### src/rtl/pipeline_sequencer.sv
// pipeline_sequencer: hazard, halt-drain and IN-handshake control for the 5-stage MIPS pipeline
module pipeline_sequencer #(
  parameter int REG_AW       = 3,
  parameter int DRAIN_CYCLES = 3
) (
  input  logic              clk,
  input  logic              rst_n,
  input  logic              id_halt,
  input  logic              id_in,
  input  logic              id_jump,
  input  logic              id_jump_r,
  input  logic [REG_AW-1:0] id_rs,
  input  logic [REG_AW-1:0] id_rt,
  input  logic              id_uses_rt,
  input  logic              ex_mem_read,
  input  logic [REG_AW-1:0] ex_rd,
  input  logic              ex_branch_taken,
  input  logic              in_valid,
  output logic              pc_write,
  output logic              ifid_write,
  output logic              ifid_flush,
  output logic              idex_flush,
  output logic              in_ack,
  output logic              halted,
  output logic [15:0]       stall_count
);
  typedef enum logic [1:0] {RUN, IN_WAIT, DRAIN, HALTED} state_t;
  state_t      state_q, state_d;
  logic [2:0]  cnt_q, cnt_d;
  logic        halted_q, halted_d;
  logic [15:0] stall_q, stall_d;
  logic        load_use, active;
  logic        pc_w, ifid_w, ifid_f, idex_f, ack;
  assign load_use = ex_mem_read & ((ex_rd == id_rs) | (id_uses_rt & (ex_rd == id_rt)));
  assign active   = (state_q == RUN) | (state_q == IN_WAIT);
  // state, drain counter, halted flag and stall counter registers
  always_ff @(posedge clk or negedge rst_n) begin
    if (!rst_n) begin
      state_q  <= RUN;
      cnt_q    <= '0;
      halted_q <= 1'b0;
      stall_q  <= '0;
    end else begin
      state_q  <= state_d;
      cnt_q    <= cnt_d;
      halted_q <= halted_d;
      stall_q  <= stall_d;
    end
  end
  // next state: branch squash beats load-use beats HALT beats IN wait; drain counts down to HALTED
  always_comb begin
    state_d = state_q;
    cnt_d   = cnt_q;
    if (active) begin
      if (ex_branch_taken)
        state_d = RUN;
      else if (load_use)
        state_d = state_q;
      else if (id_halt && state_q == RUN) begin
        state_d = DRAIN;
        cnt_d   = 3'(DRAIN_CYCLES - 1);
      end else
        state_d = (id_in && !in_valid) ? IN_WAIT : RUN;
    end else if (state_q == DRAIN) begin
      cnt_d   = cnt_q - 3'd1;
      state_d = (cnt_q == 3'd0) ? HALTED : DRAIN;
    end
    halted_d = (state_d == HALTED);
    stall_d  = (!pc_w && state_q != HALTED && stall_q != 16'hFFFF) ? stall_q + 16'd1 : stall_q;
  end
  // outputs: default is a stall with a bubble into EX, which also covers DRAIN and HALTED
  always_comb begin
    pc_w   = 1'b0;
    ifid_w = 1'b0;
    ifid_f = 1'b0;
    idex_f = 1'b1;
    ack    = 1'b0;
    if (active) begin
      if (ex_branch_taken) begin
        pc_w   = 1'b1;
        ifid_w = 1'b1;
        ifid_f = 1'b1;
      end else if (!(load_use || (id_halt && state_q == RUN) || (id_in && !in_valid))) begin
        pc_w   = 1'b1;
        ifid_w = 1'b1;
        idex_f = 1'b0;
        ack    = id_in;
        ifid_f = !id_in & (id_jump | id_jump_r);
      end
    end
  end
  assign pc_write    = rst_n & pc_w;
  assign ifid_write  = rst_n & ifid_w;
  assign ifid_flush  = !rst_n | ifid_f;
  assign idex_flush  = !rst_n | idex_f;
  assign in_ack      = rst_n & ack;
  assign halted      = halted_q;
  assign stall_count = stall_q;
endmodule

### config.mk
export PLATFORM = sky130hd
export DESIGN_NAME = pipeline_sequencer
export DESIGN_NICKNAME = d
export VERILOG_FILES = /design/src/rtl/pipeline_sequencer.sv
export SDC_FILE = /design/constraint.sdc
export NUM_CORES = 1
export LEC_CHECK = 0
export CAP_MARGIN = 20
export CORE_MARGIN = 2
export CORE_UTILIZATION = 59
export CTS_BUF_LIST = sky130_fd_sc_hd__clkbuf_4
export DETAILED_ROUTE_END_ITERATION = 10
export DONT_BUFFER_PORTS = 1
export PLACE_DENSITY = 0.74
export SETUP_SLACK_MARGIN = 0.1
export SLEW_MARGIN = 20
export SYNTH_ARGS = -nofsm -noshare
export SYNTH_HDL_FRONTEND = slang
export SYNTH_SLANG_ARGS = --single-unit
### constraint.sdc
create_clock -name clk -period 3.25 [get_ports clk]
set_clock_uncertainty 0.2 [all_clocks]
set_input_delay 0.1625 -clock clk [delete_from_list [all_inputs] [get_ports clk]]
set_output_delay 0.1625 -clock clk [all_outputs]
set_load 0.02 [all_outputs]
# ---- Word level (Yosys, flattened, before mapping)
# Index checks and enable logic that the tools add are counted.
# W data, S select, Z words.
dict set report classes {
  addsub 2
  n_eq_ne 10
  mux 24
  bitwise 10
  reduce_logical 14
}
# op count
set op_table {}
lappend op_table {{$add A16 B1 Y16 const B} 1}
lappend op_table {{$ne A16 B16 Y1 const B} 1}
lappend op_table {{$mux W3} 5}
lappend op_table {{$mux W1} 14}
lappend op_table {{$mux W2} 5}
lappend op_table {{$eq A3 B3 Y1} 2}
lappend op_table {{$ne A2 B2 Y1 const B} 3}
lappend op_table {{$and A1 B1 Y1} 5}
lappend op_table {{$or A1 B1 Y1} 5}
lappend op_table {{$eq A2 B2 Y1 const B} 2}
lappend op_table {{$logic_and A1 B1 Y1} 4}
lappend op_table {{$logic_not A1 Y1} 4}
lappend op_table {{$reduce_and A4 Y1} 1}
lappend op_table {{$logic_not A3 Y1} 1}
lappend op_table {{$sub A3 B1 Y3 const B} 1}
lappend op_table {{$eq A2 B1 Y1 const B} 1}
lappend op_table {{$logic_not A2 Y1} 1}
lappend op_table {{$logic_or A1 B1 Y1} 2}
lappend op_table {{$ne A2 B1 Y1 const B} 1}
lappend op_table {{$reduce_bool A2 Y1} 1}
dict set report totals {
  regBits 22
  in_bits 19
  output_inout_bits 22
  word_cells 64
}

# ---- Depth between registers and ports, before layout
dict set report logic_depth {
  ltp_word 12
  ltp_mapped 7
  ltp_nobuf 6
}

# ---- Worst setup path before layout
# OpenSTA, ideal clock, no wires.
dict set report synth_path {
  path_type {flip-flop to flip-flop}
  start {reg stall_q[0], in the netlist stall_count[0]}
  end {reg stall_q[11], in the netlist stall_count[11]}
  setup_ns 0.134
  arrival_time_ns 1.794
  required_ns 2.916
  setup_slack_ns 1.123
  stages_incl_launch_ff 7
  path_cell_list {dfrtp_1 ha_1 clkbuf_1 nand3_1 nor4_2 nor4b_2 xor2_1}
}
dict set report synth_between {
  elab_chain_cells 2
  word_cells_on_any_way 3
  classes_between {add/sub (1); eq/ne (1); reduce/logical (1)}
}
# item line_no
set synth_lines {}
lappend synth_lines {{start, declared} 31} ;# logic [15:0] stall_q, stall_d;
lappend synth_lines {{start signal, assigned} 47} ;# stall_q <= stall_d;
lappend synth_lines {{branches (longest 2 deep; another with $add A16 B1 Y16)} --}
# Parallel ways; which one is timed is not known.
# A chain may end at the register's enable or synchronous reset.

# ---- Worst setup path after layout
dict set report layout_path {
  start {reg stall_q[0], in the netlist stall_count[0]}
  end {reg stall_q[3], in the netlist stall_count[3]}
}
# Same word-level chain as after synthesis.

==> qor.yml <==
global_route:
  grt_pass1_wl_mm: 4.41
  first_global_vias: 1017
  grt_overflow: 0
  grtUsageTotal_pct: 21.8
  grt_antenna_before_repair: 0
  grt_max_degree: 23
die:
  start_util_pct: 61.2
  die_width_um: 51.7
  die-area_um2: 2670
  core_area_um2: 2190
  pin_count: 41
  num_rows: 17
  die_height_um: 51.7
synthesis:
  syn_area_um2: 1340
  synth_nets: 153
  synth-seq-cells: 22
  synth-seq-area-share_pct: 41.0
  yosys_warnings: 0
  syn_avg_cell_area_um2: 10.2
  synth_ff_type: "dfrtp_1"
  async_flop_share_pct: 100
  synthCells: 131
  synth_edf_count: 0
  synth.distinct_cells: 35
timing:
  hold_violations: 0
  slew_headroom_pct: 50.2
  clock.fmax_mhz: 432
  slew_violations: 0
  setup_viol: 0
  rsz0062_at_grt: "no"
  period_minus_slack_ns: 2.31
  tns_ns: 0
  period_share_pct: 71.2
  worst_pin_slew_ns: 0.741
min_path:
  min_from: "id_halt"
  min_path_type: "input pin to flip-flop"
placement:
  hpwlAfterDp_mm: 1.96
  port_buffers: 0
  gp_congestion: 0.767
pwr:
  power.density_nw_per_um2: 568
  p_leak_nw: 0.563
  irDropWorstVdd_uv: 478
critical_path:
  startpoint: "stall_count[0]"
  worstSetupPathType: "flip-flop to flip-flop"
  worstPathMaxFanout: 8
  cp-start-kind: "flip-flop"
  arrival_ns: 2.36
  rr_startpoint: "stall_count[0]"
  end_kind: "flip-flop"
  required_ns: 3.29
finish:
  final_util_pct: 65.6
  drive_above_1_share_pct: 11.9
  diodes: 0
  fillCellCount: 185
  fin_nets: 158
  area_delta_synth_final_pct: 7.18
routing:
  ant_nets: 0
  wl_mm: 2.58
  vias_per_cell: 6.11
  detail_route.iter0.violations: 6
  drt_pass1_iterations: 4
  vias: 996
  drc: 0
  wl_per_cell_um: 15.8
clock_tree:
  cts_setup_buffers: 0
  numCtsBuffers: 3
  clk_path_buf_depth: 2
  cts_root_buffer: "clkbuf_4"
  htreeDepth: 1
  path_clk_slew_ns: 0.13
  clock_latency_ns: 0.31
  cts_sinks: 22
  cts_tree: "yes"
run:
  drv_cap: 0
run_status:
  status: "completed"
## layer usage
layer	up-vias	global-route usage, %	routed length (µm)
met5	-	0	0
met4	0	2.63	14
met3	2	7.47	208
met2	45	37.0	1190
met1	468	27.9	1170
li1	481	-	-
## synth_stat cells, types with 2 or more instances
| master | instances | area (µm²) |
|---|---|---|
| dfrtp_1 | 22 | 551 |
| xnor2_1 | 13 | 114 |
| nand2_1 | 10 | 37.5 |
| nand4_1 | 10 | 62.6 |
| nor2_1 | 10 | 37.5 |
| xor2_1 | 8 | 70.1 |
| nand3_1 | 6 | 30.0 |
| nor4b_2 | 5 | 75.1 |
| and3_1 | 4 | 25.0 |
| inv_1 | 4 | 15.0 |
| a21oi_1 | 3 | 15.0 |
| ha_1 | 3 | 37.5 |
| o21ai_1 | 3 | 15.0 |
| a31oi_1 | 2 | 12.5 |
| and4_1 | 2 | 17.5 |
| clkbuf_1 | 2 | 7.51 |
| nand2b_1 | 2 | 12.5 |
| nor2b_1 | 2 | 12.5 |
| nor3_1 | 2 | 10.0 |
| nor3b_1 | 2 | 15.0 |
| o211a_1 | 2 | 20.0 |
## where the power goes
group / internal [mW] / switching, mW / total [mW]
clock network: 0.125 / 0.0844 / 0.209
registers: 0.327 / 0.107 / 0.433
logic: 0.0808 / 0.0939 / 0.175
## flip-flops by register name, indices dropped and copies added, names as in the netlist
signal	count
stall_count	16
state_q	2
halted	1
cnt_q	3
## layout by cell type, fill, tap and decap left out
cell           Yosys  routed
dfrtp_1           22      22
dlygate4sd3_1      0       3
nor4b_2            5       5
nand3_1            6       6
and2_4             1       1
buf_2              0       1
or3b_1             1       1
inv_1              4       4
xnor2_1           13      13
o21a_1             1       1
nor3b_1            2       2
o21ai_1            3       3
and3_1             4       4
nor3_1             2       2
a21o_1             1       1
a32oi_1            1       1
mux2_1             1       1
or4_4              1       1
a21oi_1            3       3
nor2b_1            2       2
or3_1              1       1
bufinv_16          0       1
o211a_1            2       2
nand2_1           10      10
nor4_2             1       1
a31oi_4            1       1
and4_1             2       2
ha_1               3       3
clkbuf_4           0       3
nand2b_1           2       2
xor2_1             8       8
nand2_4            1       1
a31oi_1            2       2
nand4_1           10      10
mux2_4             1       1
nor2_1            10      10
## stage by stage
stage          worst slack [ns]  cells  total power [mW]  hold slack [ns]  instance area [µm²]
2_1_floorplan              1.12    131             0.562           -0.333                 1340
3_3_place_gp               1.06    155             0.591           -0.333                 1350
3_5_place_dp              0.975    155             0.607           -0.333                 1350
4_1_cts                   0.942    162             0.826           0.0539                 1430
5_1_grt                   0.783    163             0.871           0.0597                 1440
6_report                  0.935    163             0.817           0.0411                 1440
## cell families (layout without fill, tap and decap cells)
| family | after synthesis | in the layout | share of synthesized area, % |
|---|---|---|---|
| and+or+nand+nor | 61 | 61 | 29.4 |
| xor gates and xnor gates | 21 | 21 | 13.7 |
| muxes | 2 | 2 | 1.96 |
| adders and majority gates | 3 | 3 | 2.80 |
| buffers and inverters | 8 | 12 | 3.08 |
| AOI/OAI and AO/OA | 14 | 14 | 8.02 |
| DFF | 22 | 22 | 41.0 |
## final timing paths
kind / end / slack (ns) / depth (start not counted)
worst max-delay path: stall_count[3] / 0.94 / 6
worst min-delay path: cnt_q[2] / 0.04 / 2
worst max register to register: stall_count[3] / 0.94 / 6
worst min register to register: cnt_q[0] / 0.28 / 1
max in group asynchronous: stall_count[0] / 2.38 / 2
min in group asynchronous: stall_count[9] / 0.12 / 2
## worst max-delay path, cell delays in order, from the launching register on
cell and delay, ns:
dfrtp_1 0.53, ha_1 0.39, nand3_1 0.16, nor4_2 0.58, nor3b_1 0.13, nand2_1 0.13
xnor2_1 0.13
## what timing repair did
item / CTS / global route
gates resized for setup: 0 / 0
endpoints found under the setup margin: 0 / 0
endpoints found under the hold margin: 25 / 22
hold buffers: 3 / 1
## final cells by class
class / count / area (µm²) / area share (%)
Clock buffer: 3 / 22.5 / 1.57
Timing Repair Buffer: 4 / 35.0 / 2.44
Clock inverter: 1 / 30.0 / 2.09
Multi-Input combinational cell: 101 / 749 / 52.1
Sequential cell: 22 / 551 / 38.3
Tap cell: 28 / 35.0 / 2.44
Inverter: 4 / 15.0 / 1.04
No activity file was read; power rests on OpenSTA's default activity.
